<file path="src/rtl/drbg_pkg.sv">
// rtl/drbg_pkg.sv - shared types and default parameters for the DRBG entropy source
package drbg_pkg;

   typedef enum logic [2:0] {
      STARTUP,
      IDLE,
      COLLECT,
      DELIVER,
      FAILED
   } ent_state_t;

   localparam int DEF_SAMPLE_W        = 8;
   localparam int DEF_OUT_W           = 128;
   localparam int DEF_RCT_CUTOFF      = 5;
   localparam int DEF_APT_WINDOW      = 64;
   localparam int DEF_APT_CUTOFF      = 40;
   localparam int DEF_STARTUP_SAMPLES = 64;

endpackage

</file>
<file path="src/rtl/drbg_entropy_source_if.sv">
// rtl/drbg_entropy_source_if.sv - noise input, entropy handshake and status signals
interface drbg_entropy_source_if
   import drbg_pkg::*;
#(
   parameter int SAMPLE_W = DEF_SAMPLE_W,
   parameter int OUT_W    = DEF_OUT_W
);
   logic                noise_valid;
   logic [SAMPLE_W-1:0] noise_sample;
   logic                ent_req;
   logic                ent_ack;
   logic                ent_valid;
   logic [OUT_W-1:0]    ent_data;
   logic                startup_done;
   logic                catastrophic_error_flag;

   modport master (
      output noise_valid, noise_sample, ent_req, ent_ack,
      input  ent_valid, ent_data, startup_done, catastrophic_error_flag
   );

   modport slave (
      input  noise_valid, noise_sample, ent_req, ent_ack,
      output ent_valid, ent_data, startup_done, catastrophic_error_flag
   );
endinterface

</file>
<file path="src/rtl/drbg_health_test.sv">
// rtl/drbg_health_test.sv - repetition count and adaptive proportion tests
// o_fail is combinational and judges the sample presented this cycle.
module drbg_health_test
   import drbg_pkg::*;
#(
   parameter int SAMPLE_W   = DEF_SAMPLE_W,
   parameter int RCT_CUTOFF = DEF_RCT_CUTOFF,
   parameter int APT_WINDOW = DEF_APT_WINDOW,
   parameter int APT_CUTOFF = DEF_APT_CUTOFF
) (
   input  logic                i_clk,
   input  logic                i_rst_n,
   input  logic                i_sample_valid,
   input  logic [SAMPLE_W-1:0] i_sample,
   output logic                o_fail
);
   localparam int RCT_W = $clog2(RCT_CUTOFF + 1);
   localparam int APT_W = $clog2(APT_WINDOW + 1);
   localparam int WIN_W = $clog2(APT_WINDOW + 1);
   localparam logic [RCT_W-1:0] RCT_LIM  = RCT_W'(RCT_CUTOFF);
   localparam logic [APT_W-1:0] APT_LIM  = APT_W'(APT_CUTOFF);
   localparam logic [WIN_W-1:0] WIN_LAST = WIN_W'(APT_WINDOW - 1);

   logic [SAMPLE_W-1:0] r_prev;
   logic [SAMPLE_W-1:0] r_ref;
   logic                r_have_prev;
   logic [RCT_W-1:0]    r_run;
   logic [APT_W-1:0]    r_match;
   logic [WIN_W-1:0]    r_win;

   logic [RCT_W-1:0]    w_run_next;
   logic [APT_W-1:0]    w_match_next;
   logic                w_new_win;

   always_comb begin
      w_new_win    = (r_win == '0);
      w_run_next   = (r_have_prev && (i_sample == r_prev)) ? r_run + RCT_W'(1) : RCT_W'(1);
      w_match_next = w_new_win ? APT_W'(1) : r_match + APT_W'(i_sample == r_ref);
      o_fail       = i_sample_valid && ((w_run_next >= RCT_LIM) || (w_match_next >= APT_LIM));
   end

   // r_win counts samples already in the current window; zero means the next one opens a new window.
   always_ff @(posedge i_clk or negedge i_rst_n) begin
      if (!i_rst_n) begin
         r_prev      <= '0;
         r_ref       <= '0;
         r_have_prev <= 1'b0;
         r_run       <= '0;
         r_match     <= '0;
         r_win       <= '0;
      end else if (i_sample_valid) begin
         r_prev      <= i_sample;
         r_have_prev <= 1'b1;
         r_run       <= w_run_next;
         r_match     <= w_match_next;
         if (w_new_win) r_ref <= i_sample;
         r_win       <= (r_win == WIN_LAST) ? '0 : r_win + WIN_W'(1);
      end
   end

endmodule

</file>
<file path="src/rtl/drbg_entropy_source.sv">
// rtl/drbg_entropy_source.sv - health-tested noise packer feeding the DRBG instantiate stage
// Any health failure parks the FSM in FAILED until reset.
module drbg_entropy_source
   import drbg_pkg::*;
#(
   parameter int SAMPLE_W        = DEF_SAMPLE_W,
   parameter int OUT_W           = DEF_OUT_W,
   parameter int RCT_CUTOFF      = DEF_RCT_CUTOFF,
   parameter int APT_WINDOW      = DEF_APT_WINDOW,
   parameter int APT_CUTOFF      = DEF_APT_CUTOFF,
   parameter int STARTUP_SAMPLES = DEF_STARTUP_SAMPLES
) (
   input logic                  i_clk,
   input logic                  i_rst_n,
   drbg_entropy_source_if.slave ent_if
);
   localparam int WORDS   = OUT_W / SAMPLE_W;
   localparam int CNT_MAX = (STARTUP_SAMPLES > WORDS) ? STARTUP_SAMPLES : WORDS;
   localparam int CNT_W   = $clog2(CNT_MAX + 1);
   localparam logic [CNT_W-1:0] STARTUP_LAST = CNT_W'(STARTUP_SAMPLES - 1);
   localparam logic [CNT_W-1:0] WORD_LAST    = CNT_W'(WORDS - 1);

   ent_state_t       r_state;
   ent_state_t       w_next;
   logic [CNT_W-1:0] r_cnt;
   logic [OUT_W-1:0] r_data;
   logic             r_startup_done;
   logic             w_test_valid;
   logic             w_fail;

   assign w_test_valid = ent_if.noise_valid && (r_state != FAILED);

   drbg_health_test #(
      .SAMPLE_W   (SAMPLE_W),
      .RCT_CUTOFF (RCT_CUTOFF),
      .APT_WINDOW (APT_WINDOW),
      .APT_CUTOFF (APT_CUTOFF)
   ) u_health (
      .i_clk          (i_clk),
      .i_rst_n        (i_rst_n),
      .i_sample_valid (w_test_valid),
      .i_sample       (ent_if.noise_sample),
      .o_fail         (w_fail)
   );

   always_ff @(posedge i_clk or negedge i_rst_n) begin
      if (!i_rst_n) r_state <= STARTUP;
      else          r_state <= w_next;
   end

   // A health failure outranks every other transition, including an ack in DELIVER.
   always_comb begin
      w_next = r_state;
      case (r_state)
         STARTUP: begin
            if (w_fail) w_next = FAILED;
            else if (w_test_valid && (r_cnt == STARTUP_LAST)) w_next = IDLE;
         end
         IDLE: begin
            if (w_fail) w_next = FAILED;
            else if (ent_if.ent_req) w_next = COLLECT;
         end
         COLLECT: begin
            if (w_fail) w_next = FAILED;
            else if (w_test_valid && (r_cnt == WORD_LAST)) w_next = DELIVER;
         end
         DELIVER: begin
            if (w_fail) w_next = FAILED;
            else if (ent_if.ent_ack) w_next = IDLE;
         end
         FAILED:  w_next = FAILED;
         default: w_next = FAILED;
      endcase
   end

   always_ff @(posedge i_clk or negedge i_rst_n) begin
      if (!i_rst_n) begin
         r_cnt          <= '0;
         r_data         <= '0;
         r_startup_done <= 1'b0;
      end else begin
         case (r_state)
            STARTUP: begin
               if (w_next == IDLE) begin
                  r_cnt          <= '0;
                  r_startup_done <= 1'b1;
               end else if (w_test_valid) begin
                  r_cnt <= r_cnt + CNT_W'(1);
               end
            end
            IDLE: if (w_next == COLLECT) r_cnt <= '0;
            COLLECT: begin
               if (w_test_valid && !w_fail) begin
                  r_data <= {r_data[OUT_W-SAMPLE_W-1:0], ent_if.noise_sample};
                  r_cnt  <= r_cnt + CNT_W'(1);
               end
            end
            default: ;
         endcase
         if ((w_next == FAILED) || ((r_state == DELIVER) && (w_next == IDLE))) r_data <= '0;
      end
   end

   assign ent_if.ent_valid               = (r_state == DELIVER);
   assign ent_if.ent_data                = r_data;
   assign ent_if.startup_done            = r_startup_done;
   assign ent_if.catastrophic_error_flag = (r_state == FAILED);

endmodule
</file>
<file path="src/flat_wrapper.sv">
// flat-port wrapper written by rule: the top's interface ports become plain ports
module drbg_entropy_source_flat import drbg_pkg::*;
#(
   parameter int SAMPLE_W        = DEF_SAMPLE_W,
   parameter int OUT_W           = DEF_OUT_W,
   parameter int RCT_CUTOFF      = DEF_RCT_CUTOFF,
   parameter int APT_WINDOW      = DEF_APT_WINDOW,
   parameter int APT_CUTOFF      = DEF_APT_CUTOFF,
   parameter int STARTUP_SAMPLES = DEF_STARTUP_SAMPLES
)
  (i_clk, i_rst_n, ent_if_noise_valid, ent_if_noise_sample, ent_if_ent_req, ent_if_ent_ack, ent_if_ent_valid, ent_if_ent_data, ent_if_startup_done, ent_if_catastrophic_error_flag);
  drbg_entropy_source_if #(.SAMPLE_W(SAMPLE_W), .OUT_W(OUT_W)) ent_if_i ();
  input logic i_clk;
  input logic i_rst_n;
  input wire logic [$bits(ent_if_i.noise_valid)-1:0] ent_if_noise_valid;
  input wire logic [$bits(ent_if_i.noise_sample)-1:0] ent_if_noise_sample;
  input wire logic [$bits(ent_if_i.ent_req)-1:0] ent_if_ent_req;
  input wire logic [$bits(ent_if_i.ent_ack)-1:0] ent_if_ent_ack;
  output wire logic [$bits(ent_if_i.ent_valid)-1:0] ent_if_ent_valid;
  output wire logic [$bits(ent_if_i.ent_data)-1:0] ent_if_ent_data;
  output wire logic [$bits(ent_if_i.startup_done)-1:0] ent_if_startup_done;
  output wire logic [$bits(ent_if_i.catastrophic_error_flag)-1:0] ent_if_catastrophic_error_flag;
  assign ent_if_i.noise_valid = ent_if_noise_valid;
  assign ent_if_i.noise_sample = ent_if_noise_sample;
  assign ent_if_i.ent_req = ent_if_ent_req;
  assign ent_if_i.ent_ack = ent_if_ent_ack;
  assign ent_if_ent_valid = ent_if_i.ent_valid;
  assign ent_if_ent_data = ent_if_i.ent_data;
  assign ent_if_startup_done = ent_if_i.startup_done;
  assign ent_if_catastrophic_error_flag = ent_if_i.catastrophic_error_flag;
  drbg_entropy_source #(.SAMPLE_W(SAMPLE_W), .OUT_W(OUT_W), .RCT_CUTOFF(RCT_CUTOFF), .APT_WINDOW(APT_WINDOW), .APT_CUTOFF(APT_CUTOFF), .STARTUP_SAMPLES(STARTUP_SAMPLES)) u_core (.i_clk(i_clk), .i_rst_n(i_rst_n), .ent_if(ent_if_i));
endmodule
</file>
<file path="config.mk">
export PLATFORM = sky130hd
export DESIGN_NAME = drbg_entropy_source_flat
export DESIGN_NICKNAME = d
export VERILOG_FILES = /design/src/rtl/drbg_pkg.sv /design/src/rtl/drbg_entropy_source_if.sv /design/src/rtl/drbg_health_test.sv /design/src/rtl/drbg_entropy_source.sv /design/src/flat_wrapper.sv
export SDC_FILE = /design/constraint.sdc
export NUM_CORES = 1
export LEC_CHECK = 0
export BUFFER_PORTS_ARGS = -buffer_cell sky130_fd_sc_hd__buf_2
export CELL_PAD_IN_SITES_DETAIL_PLACEMENT = 1
export CELL_PAD_IN_SITES_GLOBAL_PLACEMENT = 1
export CORE_MARGIN = 5
export CORE_UTILIZATION = 40
export DETAILED_ROUTE_END_ITERATION = 10
export PLACE_DENSITY_LB_ADDON = 0.12
export SYNTH_ARGS = -nofsm -noshare
export SYNTH_HDL_FRONTEND = slang
export SYNTH_HIERARCHICAL = 1
export SYNTH_SLANG_ARGS = --single-unit
</file>
<file path="constraint.sdc">
create_clock -name i_clk -period 7.9 [get_ports i_clk]
set_input_delay 1.185 -clock i_clk [delete_from_list [all_inputs] [get_ports i_clk]]
set_output_delay 1.185 -clock i_clk [all_outputs]
set_load 0.02 [all_outputs]
</file>
# Word-level counts from Yosys, hierarchy flattened
# Index checks and enable logic that the tools add are counted.
[op_classes]
add_sub_neg = 4
mul = 0
div = 0
magnitude_cmp = 2
n_eq_ne = 16
shifts = 0
n_mux = 20
bitwise_logic = 0
reduce_logical = 19
[op_table]
columns = ["op", "n"]
rows = [
  ["$mux W128", 3],
  ["$mux W7", 6],
  ["$mux W3", 9],
  ["$pmux W7 S3", 1],
  ["$eq A8 B8 Y1", 2],
  ["$add A7 B1 Y7 const B", 2],
  ["$eq A7 B6 Y1 const B", 2],
  ["$pmux W3 S4", 1],
  ["$eq A3 B2 Y1 const B", 3],
  ["$add A7 B1 Y7", 1],
  ["$eq A7 B4 Y1 const B", 1],
  ["$ge A7 B6 Y1 const B", 1],
  ["$logic_and A1 B1 Y1", 7],
  ["$logic_not A7 Y1", 1],
  ["$eq A3 B1 Y1 const B", 2],
  ["$eq A3 B3 Y1 const B", 2],
  ["$reduce_and A2 Y1", 3],
  ["$ne A2 B1 Y1 const B", 2],
  ["$reduce_and A4 Y1", 1],
  ["$reduce_bool A2 Y1", 2],
  ["$add A3 B1 Y3 const B", 1],
  ["$ge A3 B3 Y1 const B", 1],
  ["$logic_not A3 Y1", 1],
  ["$ne A3 B2 Y1 const B", 1],
  ["4 further kinds", 5],
]
[word_totals]
register_bits = 173
latchBits = 0
ramBits = 0
romBits = 0
output_inout_bits = 131
wordCells = 71
n_memories = 0

# Longest topological paths before layout
# Gate-level depths: netlist of run 1.
[depth]
ltp_word = 13
depth_mapped = 16
mapped_depth_nobuf = 15

# Cells and area by module
# The synthesis of run 1 kept the hierarchy.
[modules_own_cells]
columns = ["mod", "instances", "cells_per_inst", "area_each_um2", "seq_area_each_um2"]
rows = [
  ["drbg_entropy_source", 1, 618, 5636.7, 3478.3],
  ["drbg_health_test", 1, 161, 1788.0, 850.8],
]

# Least setup slack after synthesis of run 1
# No wires, ideal clock.
[synth_path]
path_type = "input-to-reg"
from = "input port ent_if_noise_sample[0]"
to = "register u_core.r_cnt[0]"
setup_time_ps = 125
arrival_ps = 3608
required_ps = 7775
setup_slack_ps = 4167
path_stages = 15
path_cell_list = "xnor2_1 nand4_1 nor2_1 ha_1 ha_1 nand3_1 o21ai_0 nand4b_1 a22o_1 nor2_1 inv_1 nor2_2 o21ai_0 o21a_2 mux2_2"
[synth_via]
elab_chain_cells = 11
[synth_rtl]
columns = ["item", "line_no", "rtl"]
rows = [
  ["start: declaration", "flat_wrapper.sv:16", "input wire logic [$bits(ent_if_i.noise_sample)-1:0] ent_if_noise_sample;"],
  ["$eq A8 B8 Y1 (on tied branches)", "drbg_health_test.sv:38, drbg_health_test.sv:37", ""],
  ["$add A7 B1 Y7 or $logic_and A1 B1 Y1 (tied branches)", "drbg_health_test.sv:38, drbg_health_test.sv:37", ""],
  ["$mux W7 or $mux W3 (tied branches)", "drbg_health_test.sv:38, drbg_health_test.sv:37", ""],
  ["$ge A7 B6 Y1 or $ge A3 B3 Y1 (tied branches)", "drbg_health_test.sv:39", "o_fail = i_sample_valid && ((w_run_next >= RCT_LIM) || (w_match_next >= APT_LIM));"],
  ["$logic_or A1 B1 Y1 (*)", "drbg_health_test.sv:39", ""],
  ["$logic_and A1 B1 Y1 (*)", "drbg_health_test.sv:39", ""],
  ["net u_core.w_fail", "drbg_entropy_source.sv:29", "logic w_fail;"],
  ["$mux W3 (on tied branches)", "--", ""],
  ["$pmux W3 S4 (*)", "drbg_entropy_source.sv:54", "case (r_state)"],
  ["net u_core.w_next[2]", "drbg_entropy_source.sv:24", "ent_state_t w_next;"],
  ["$eq A3 B1 Y1 or $eq A3 B2 Y1 (tied branches)", "drbg_entropy_source.sv:84, drbg_entropy_source.sv:91", ""],
  ["$ne A3 B2 Y1 (no source line) (tied with other cells)", "--", ""],
  ["$reduce_and A4 Y1 (no source line) or $pmux W7 S3 (tied branches)", "--", ""],
  ["end signal: assignment", "drbg_entropy_source.sv:88", "r_cnt <= r_cnt + CNT_W'(1);"],
  ["end signal: assignment", "drbg_entropy_source.sv:95", "r_cnt <= r_cnt + CNT_W'(1);"],
  ["end: declaration", "drbg_entropy_source.sv:25", "logic [CNT_W-1:0] r_cnt;"],
]
# Mark *: on every way through the listed nets, which the timed path passes. The rest lies on a longest branch.
# A chain may end at the register's enable or synchronous reset.

# Final worst setup path of run 1
[layout_path]
from = "input port ent_if_noise_sample[5]"
to = "register u_core.r_data[5] (netlist: u_core/ent_if.ent_data[5])"
[layout_via]
elab_chain_cells = 13
[layout_rtl]
columns = ["item", "line_no", "rtl"]
rows = [
  ["$eq A8 B8 Y1 (on tied branches)", "drbg_health_test.sv:38, drbg_health_test.sv:37", ""],
  ["$add A7 B1 Y7 or $logic_and A1 B1 Y1 (tied branches)", "drbg_health_test.sv:38, drbg_health_test.sv:37", ""],
  ["$mux W7 or $mux W3 (tied branches)", "drbg_health_test.sv:38, drbg_health_test.sv:37", ""],
  ["$ge A7 B6 Y1 or $ge A3 B3 Y1 (tied branches)", "drbg_health_test.sv:39", ""],
  ["$logic_or A1 B1 Y1 (*)", "drbg_health_test.sv:39", ""],
  ["$logic_and A1 B1 Y1 (*)", "drbg_health_test.sv:39", ""],
  ["net u_core.w_fail", "drbg_entropy_source.sv:29", ""],
  ["$mux W3 (on tied branches)", "--", ""],
  ["$pmux W3 S4", "drbg_entropy_source.sv:54", ""],
  ["$eq A3 B1 Y1", "drbg_entropy_source.sv:100", "if ((w_next == FAILED) || ((r_state == DELIVER) && (w_next == IDLE))) r_data <= '0;"],
  ["$logic_and A1 B1 Y1", "drbg_entropy_source.sv:100", ""],
  ["$logic_or A1 B1 Y1", "drbg_entropy_source.sv:100", ""],
  ["$reduce_bool A2 Y1 (no source line)", "--", ""],
  ["$reduce_and A2 Y1 (no source line)", "--", ""],
  ["end signal: assignment", "drbg_entropy_source.sv:94", "r_data <= {r_data[OUT_W-SAMPLE_W-1:0], ent_if.noise_sample};"],
  ["end: declaration", "drbg_entropy_source.sv:26", "logic [OUT_W-1:0] r_data;"],
]
# Mark *: on every way through the listed nets, which the timed path passes. The rest lies on a longest branch. The select of a mux whose other input is x is not followed.

==> results of run 1 <==
## area by class of cell
class                      count  area [µm²]  area share (%)
clock inverter                11         133            1.49
timing repair buffer         148         759            8.56
inverter                       9        33.8           0.381
clock buffer                  21         470            5.30
multi-input combinational    546        2860            32.2
tap                          229         287            3.23
sequential                   173        4330            48.8
## Yosys cell counts (4+ instances only)
cell type and instances:
nor2b_1 7, inv_1 9, nor2_1 12, dfrtp_1 173
nand2_1 264, a22o_1 8, nand2b_1 5, nand4_1 6
buf_2 20, ha_1 6, clkbuf_1 29, a31oi_1 4
o21ai_0 11, and3_1 4, xnor2_1 20, nand3_1 8
mux2_2 18, a21oi_1 135
## logic make-up after synthesis
logic type      count (synthesis)
simple gates                  324
fa+ha+maj                       6
compound gates                176
mux                            19
buf+inv                        60
flops                         173
xor+xnor                       21
## cell usage in the layout (no fill, tap or decap), types with 3 or more instances in the layout
| cell type | synthesis | routed |
|---|---|---|
| nand2_1 | 264 | 264 |
| dfrtp_1 | 173 | 173 |
| buf_2 | 20 | 142 |
| a21oi_1 | 135 | 135 |
| xnor2_1 | 20 | 20 |
| mux2_2 | 18 | 18 |
| clkbuf_16 | 0 | 17 |
| nor2_1 | 12 | 11 |
| o21ai_0 | 11 | 11 |
| inv_1 | 9 | 9 |
| a22o_1 | 8 | 8 |
| nor2b_1 | 7 | 7 |
| nand3_1 | 8 | 7 |
| nand4_1 | 6 | 6 |
| ha_1 | 6 | 6 |
| nand2b_1 | 5 | 5 |
| buf_4 | 1 | 5 |
| and3_1 | 4 | 4 |
| a31oi_1 | 4 | 4 |
| clkbuf_8 | 0 | 3 |
| clkinv_4 | 0 | 3 |
| inv_6 | 0 | 3 |
| nor3_1 | 3 | 3 |
## report_power, final
part	total (µW)	leakage, µW	switching [µW]	internal, µW
sequential	983	0.00235	48.4	935
combinational	163	0.00152	87.7	75.7
clock	850	0.000291	354	496
## worst max-delay path, stage by stage
cell and delay (ps):
buf_2 140, xnor2_1 150, nand4_1 130, nor2_1 130, ha_1 220, ha_1 270, nand3_1 130, o21ai_0 250
nand4b_1 120, a22o_1 240, nor2_1 350, nand3_4 770, buf_4 590, nand2_1 150, a21oi_1 80
## sequential cells by signal, summed over array words and instances (netlist names)
| register | flops |
|---|---|
| u_core/ent_if.ent_data | 128 |
| u_core/ent_if.startup_done | 1 |
| u_core/r_cnt | 7 |
| u_core/r_state | 3 |
| u_core/u_health/r_have_prev | 1 |
| u_core/u_health/r_match | 7 |
| u_core/u_health/r_prev | 8 |
| u_core/u_health/r_ref | 8 |
| u_core/u_health/r_run | 3 |
| u_core/u_health/r_win | 7 |
## path summary, 6_finish.rpt
check,endpoint,depth (start not counted),slack (ps),startpoint
worst max-delay path,u_core/ent_if.ent_data[5],15,3210,ent_if_noise_sample[5]
min in group asynchronous,u_core/ent_if.ent_data[125],1,860,i_rst_n
worst max register to register,u_core/ent_if.ent_data[5],10,3540,u_core/r_state[1]
worst min register to register,u_core/ent_if.startup_done,1,460,u_core/ent_if.startup_done
max in group asynchronous,u_core/ent_if.ent_data[120],2,5470,i_rst_n
worst min-delay path,u_core/ent_if.startup_done,1,460,u_core/ent_if.startup_done
## layer usage
metal	vias to the layer above	GRT usage, %
met5	-	0
met4	0	5.08
met3	18	5.21
met2	120	29.7
met1	2925	23.9
li1	2818	-
## per-stage QoR
stage | hold WS (ps) | std cells | utilization, % | total power, µW | cell area, µm²
2_1_floorplan | 439 | 779 | - | 1110 | 7420
3_3_place_gp | 438 | 1105 | 45.6 | 1150 | 8270
3_5_place_dp | 455 | 1105 | 45.6 | 1170 | 8270
4_1_cts | 469 | 1137 | 48.9 | 2030 | 8870
5_1_grt | 478 | 1137 | 48.9 | 2080 | 8870
6_report | 462 | 1137 | 48.9 | 2000 | 8870
==> results by group, run 1 <==
Status
  • Status: completed

Floorplan
  • Row cnt: 49
  • Die H: 146 µm
  • Ports: 144
  • Die ar.: 0.0214 mm²
  • Core footprint: 0.0181 mm²
  • Die X: 146 µm
  • Initial Utilization: 40.9%

Route
  • Routed len/inst: 17.0 µm
  • Vias per inst: 5.17
  • Wire length on met3: 983 µm
  • Post-route DRC: 0
  • Antenna Violating Nets Remaining: 0
  • Number of DRC markers in iteration 0: 316
  • Routed length on met2: 9330 µm
  • Uppermost routed layer: met4
  • Via count: 5881
  • Routed length on met1: 8830 µm
  • Total wire length: 19400 µm
  • 1st-pass router iterations: 4

Clocking
  • CTS tree: built
  • H-Tree Level Count: 4
  • Reg clk slew, reported paths: 70 ps
  • Post-CTS Resized: 0
  • CTS max path bufs: 2
  • # hold bufs at CTS: 0
  • CTS root buffer: clkbuf_16
  • CTS sink count: 173
  • Clock latency on the worst-skew pair: 420 ps
  • Total CTS buffers: 17
  • Post-CTS Setup Inserts: 0

GRT
  • Initial antenna violation count: 0
  • GRT overflow: 0
  • Number of global-route vias before repair: 6233
  • Pin count of the biggest net entering global routing: 98
  • Tot GR Track Use: 18.2%
  • First-pass GRT wire length: 32100 µm

Critical path
  • Startpoint types: input port
  • WP data required: 8170 ps
  • Worst EP arrival: 4960 ps
  • Critical Path Fanout Max: 84
  • Setup CP Type: input port to flip-flop
  • Setup crit end kind: flip-flop

Power
  • Power density cells: 225 mW/mm²
  • Pleak: 0.00416 µW
  • Peak VDD IR: 143 µV

Synthesis
  • Simple-gate share of the synthesized area: 18.4%
  • Avg Inst Size Synth: 9.53 µm²
  • Multiplexer share of the synthesized area: 2.86%
  • Largest family of logic cells by synthesized area: simple AND/OR/NAND/NOR gates
  • Register area share after synthesis: 58.3%
  • Syn. warnings: 6
  • Register bit total from synthesis: 173
  • Post-synthesis compound-gate area fraction: 13.4%
  • Area share of the largest cell type after synthesis: 58.3%
  • Number of enable flip-flop cells after synthesis: 0
  • Ranking of synthesized cells by area: dfrtp_1 58%, nand2_1 13%, a21oi_1 9.1%
  • Post-synth ARST share: 100%
  • Synth Instances: 779
  • Leading area contributor after synthesis: dfrtp_1
  • Distinct cells, synth: 51
  • Synth Area in Adders: 1.01%
  • Most common flop cell mapped by yosys: dfrtp_1
  • Xor/xnor share of the synthesized area: 2.48%
  • Synthesized area: 0.00742 mm²
  • Syn nets: 798

STA
  • Slew headroom: 26.1%
  • Worst-margin pin slew: 1110 ps
  • Max-slew violation count: 0
  • Min Clock Period, post-route: 4690 ps
  • Final setup margin: 3210 ps
  • Final hold viol count: 0
  • Final worst path period share: 59.4%
  • Max Fclk: 213 MHz
  • Final Setup Violations: 0
  • Setup TNS: 0 ps
  • Clk_skew: 9.01 ps
  • RSZ-0062 raised after global routing: false

Cells and area
  • Layout fillers: 2120
  • # diodes: 0
  • Area grow syn2layout: 19.5%
  • Share of layout cells above drive strength 1: 23.3%
  • Fin nets: 914

Place
  • GP Congestion: 0.788
  • Port Buffers: 143
  • Dpl ws: 2690 ps
  • Hpwl dp: 13000 µm

Worst hold path
  • Hold Crit Class: flip-flop to flip-flop

Flow run
  • Max_cap viols: 0
No activity file was read; power rests on OpenSTA's default activity.
==> inputs of run 2 (changes only) <==
--- a/config.mk
+++ b/config.mk
@@ -9,7 +9,7 @@
 export CELL_PAD_IN_SITES_DETAIL_PLACEMENT = 1
 export CELL_PAD_IN_SITES_GLOBAL_PLACEMENT = 1
 export CORE_MARGIN = 5
-export CORE_UTILIZATION = 40
+export CORE_UTILIZATION = 38
 export DETAILED_ROUTE_END_ITERATION = 10
 export PLACE_DENSITY_LB_ADDON = 0.12
 export SYNTH_ARGS = -nofsm -noshare
==> constraint.sdc (replaced) <==
create_clock -name i_clk -period 4.2 [get_ports i_clk]
set_input_delay 0.63 -clock i_clk [delete_from_list [all_inputs] [get_ports i_clk]]
set_output_delay 0.63 -clock i_clk [all_outputs]
set_load 0.02 [all_outputs]
==> run 2 against run 1 <==
Against the previous run:
- routed wire length up 5.3%
- cell count up 4.0%
- worst setup slack worse by 2600 ps
- non-clock buffer count up 10
- clock power up 100%
- largest power group unchanged
- first-iteration DRC count down 3.8%
==> results by group, run 2 (synthesized netlist as in run 1, its figures left out) <==
Cells and area
  • Layout Cells excl Fill: 1183 (+4.0%)
  • Multi-input logic area: 0.00286 mm² (unchanged)
  • Most frequent cells in the layout: 264 x nand2_1, 173 x dfrtp_1, 142 x buf_2, 135 x a21oi_1, 20 x xnor2_1
  • Max reg flops: 128 (unchanged)
  • Area grow syn2layout: 23.2%
  • Seq. cell area: 0.00433 mm² (unchanged)
  • Share of layout cells above drive strength 1: 24.3% (+0.94 points)
  • Utilization after layout: 47.3% (-1.6 points)
  • Layout fillers: 2245 (+5.9%)
  • Fin nets: 924 (+1.1%)
  • Most common cell after layout, fill and taps aside: nand2_1
  • # diodes: 0 (unchanged)

GRT
  • Tot GR Track Use: 18.5% (+0.30 points)
  • GRT overflow: 0 (unchanged)
  • Number of global-route vias before repair: 6313 (+1.3%)
  • Met1 Usage GRT: 24.3% (+0.32 points)
  • First-pass GRT wire length: 33100 µm (+3.1%)
  • Initial antenna violation count: 1 (+1)
  • Pin count of the biggest net entering global routing: 115 (+17%)
  • GR Layer Usage met3: 6.12% (+0.91 points)
  • GR peak layer: met2
  • M2 GR Usage: 29.7% (+0.046 points)

Clocking
  • Post-CTS Setup Inserts: 0 (unchanged)
  • CTS sink count: 173 (unchanged)
  • H-Tree Level Count: 4 (unchanged)
  • Post-CTS Resized: 0 (unchanged)
  • CTS root buffer: clkbuf_16
  • Clock latency on the worst-skew pair: 420 ps (about the same)
  • Reg clk slew, reported paths: 60 ps (about the same)
  • # hold bufs at CTS: 0 (unchanged)
  • CTS tree: built
  • Total CTS buffers: 17 (unchanged)
  • CTS max path bufs: 2 (unchanged)

Route
  • Vias per inst: 5.03 (-2.7%)
  • Via count: 5955 (+1.3%)
  • Number of DRC markers in iteration 0: 304 (-3.8%)
  • Routed len/inst: 17.2 µm (+1.2%)
  • Total wire length: 20400 µm (+5.3%)
  • Post-route DRC: 0 (unchanged)
  • 1st-pass router iterations: 4 (unchanged)
  • Antenna Violating Nets Remaining: 0 (unchanged)

Floorplan
  • Die X: 150 µm (+2.4%)
  • Ports: 144 (unchanged)
  • Die ar.: 0.0224 mm² (+4.9%)
  • Core footprint: 0.0193 mm² (+6.5%)
  • Initial Utilization: 38.4% (-2.5 points)
  • Die H: 150 µm (+2.4%)
  • Row cnt: 51 (+4.1%)

Critical path
  • Setup crit end kind: flip-flop
  • Setup CP Type: flip-flop to flip-flop
  • Worst EP arrival: 3930 ps (-1030 ps)
  • Minimum setup slack among reg-to-reg paths: 610 ps (-2930 ps)
  • Startpoint types: flip-flop
  • Critical Path Fanout Max: 53 (-37%)
  • WP data required: 4540 ps (-3630 ps)

Status
  • Status: completed

Power
  • Gate power share: 8.1% (about the same)
  • Clock network power share: 44.5% (+1.9 points)
  • Int Power: 2980 µW (+98%)
  • P_sw: 933 µW (+90%)
  • Flop pwr share: 47.3% (-2.0 points)
  • Sw Ratio: 23.9% (-0.69 points)
  • Peak VDD IR: 281 µV (+97%)
  • Pleak: 0.00427 µW (+2.6%)
  • Power Total: 3910 µW (+96%)
  • Power density cells: 427 mW/mm² (+90%)

STA
  • Final hold viol count: 0 (unchanged)
  • Min Clock Period, post-route: 3590 ps
  • RSZ-0062 raised after global routing: false
  • Setup TNS: 0 ps (unchanged)
  • Clk_skew: 8.48 ps (-0.531 ps)
  • Slew headroom: 27.8% (+1.8 points)
  • Max Fclk: 279 MHz
  • Final worst path period share: 85.4%
  • Worst-margin pin slew: 1080 ps (-25.4 ps)
  • Final Setup Violations: 0 (unchanged)
  • Max-slew violation count: 0 (unchanged)

Worst hold path
  • Hold Crit Class: input port to asynchronous set/reset pin

Flow run
  • Max_cap viols: 0 (unchanged)

Place
  • GP Congestion: 0.822 (+4.3%)
  • DP Cell Count: 1151 (+4.2%)
  • Hpwl dp: 14100 µm (+8.4%)
  • Port Buffers: 143 (unchanged)
## run 2: cell types whose count changed in the layout (fill, tap and decap cells not counted), sizes merged
cell / before / now
clkinv: 4 / 2
bufinv: 2 / 4
buf: 148 / 158
## run 2: metrics by stage
stage | area (µm²) | hold WS, ps | worst slack (ps)
floorplan | 7420 | 334 | 1020
global placement | 8490 | 443 | 473
detailed placement | 8490 | 472 | 233
CTS | 9150 | 429 | 600
finish | 9150 | 329 | 613
global route | 9150 | 463 | 252
## run 2: path summary, 6_finish.rpt
kind                                             from                         end  cells after the start
setup reg to reg             u_core/u_health/r_ref[1]  u_core/ent_if.ent_data[35]                     14
min in group i_clk         u_core/ent_if.startup_done  u_core/ent_if.startup_done                      1
hold reg to reg            u_core/ent_if.startup_done  u_core/ent_if.startup_done                      1
setup / recovery             u_core/u_health/r_ref[1]  u_core/ent_if.ent_data[35]                     14
hold / removal                                i_rst_n  u_core/ent_if.ent_data[98]                      1
max in group asynchronous                     i_rst_n  u_core/ent_if.ent_data[37]                      2
## run 2: worst max-delay path, cell delays in order, from the launching register on
cell and delay, ps:
dfrtp_1 380, xnor2_1 180, nand4_1 130, nor2_1 150, ha_1 220, ha_1 270, nand3_1 130, o21ai_0 250
nand4b_1 130, a22o_1 260, nor2_1 350, inv_1 180, a21o_4 410, buf_12 260, a21oi_1 150
## run 2: layout make-up
cell class	count	area share (%)
clock buffers	21	5.25
inverters	9	0.369
flip-flops and latches	173	47.3
repair buffers	158	10.2
multi-input cells	546	31.3
clock inverters	11	1.96
well taps	265	3.62
## run 2: routing by layer
layer / share of wire (%) / routed length, µm
met1: 44 / 8990
met2: 48 / 9800
met3: 6.6 / 1360
met4: 1.2 / 244
met5: 0.034 / 7
## run 2: power by group through the flow
stage          sequential (µW)  combinational [µW]  clock, µW
2_1_floorplan             1840                 240          0
3_3_place_gp              1870                 305          0
3_5_place_dp              1880                 322          0
4_1_cts                   1850                 325       1780
5_1_grt                   1860                 352       1860
6_report                  1850                 317       1740
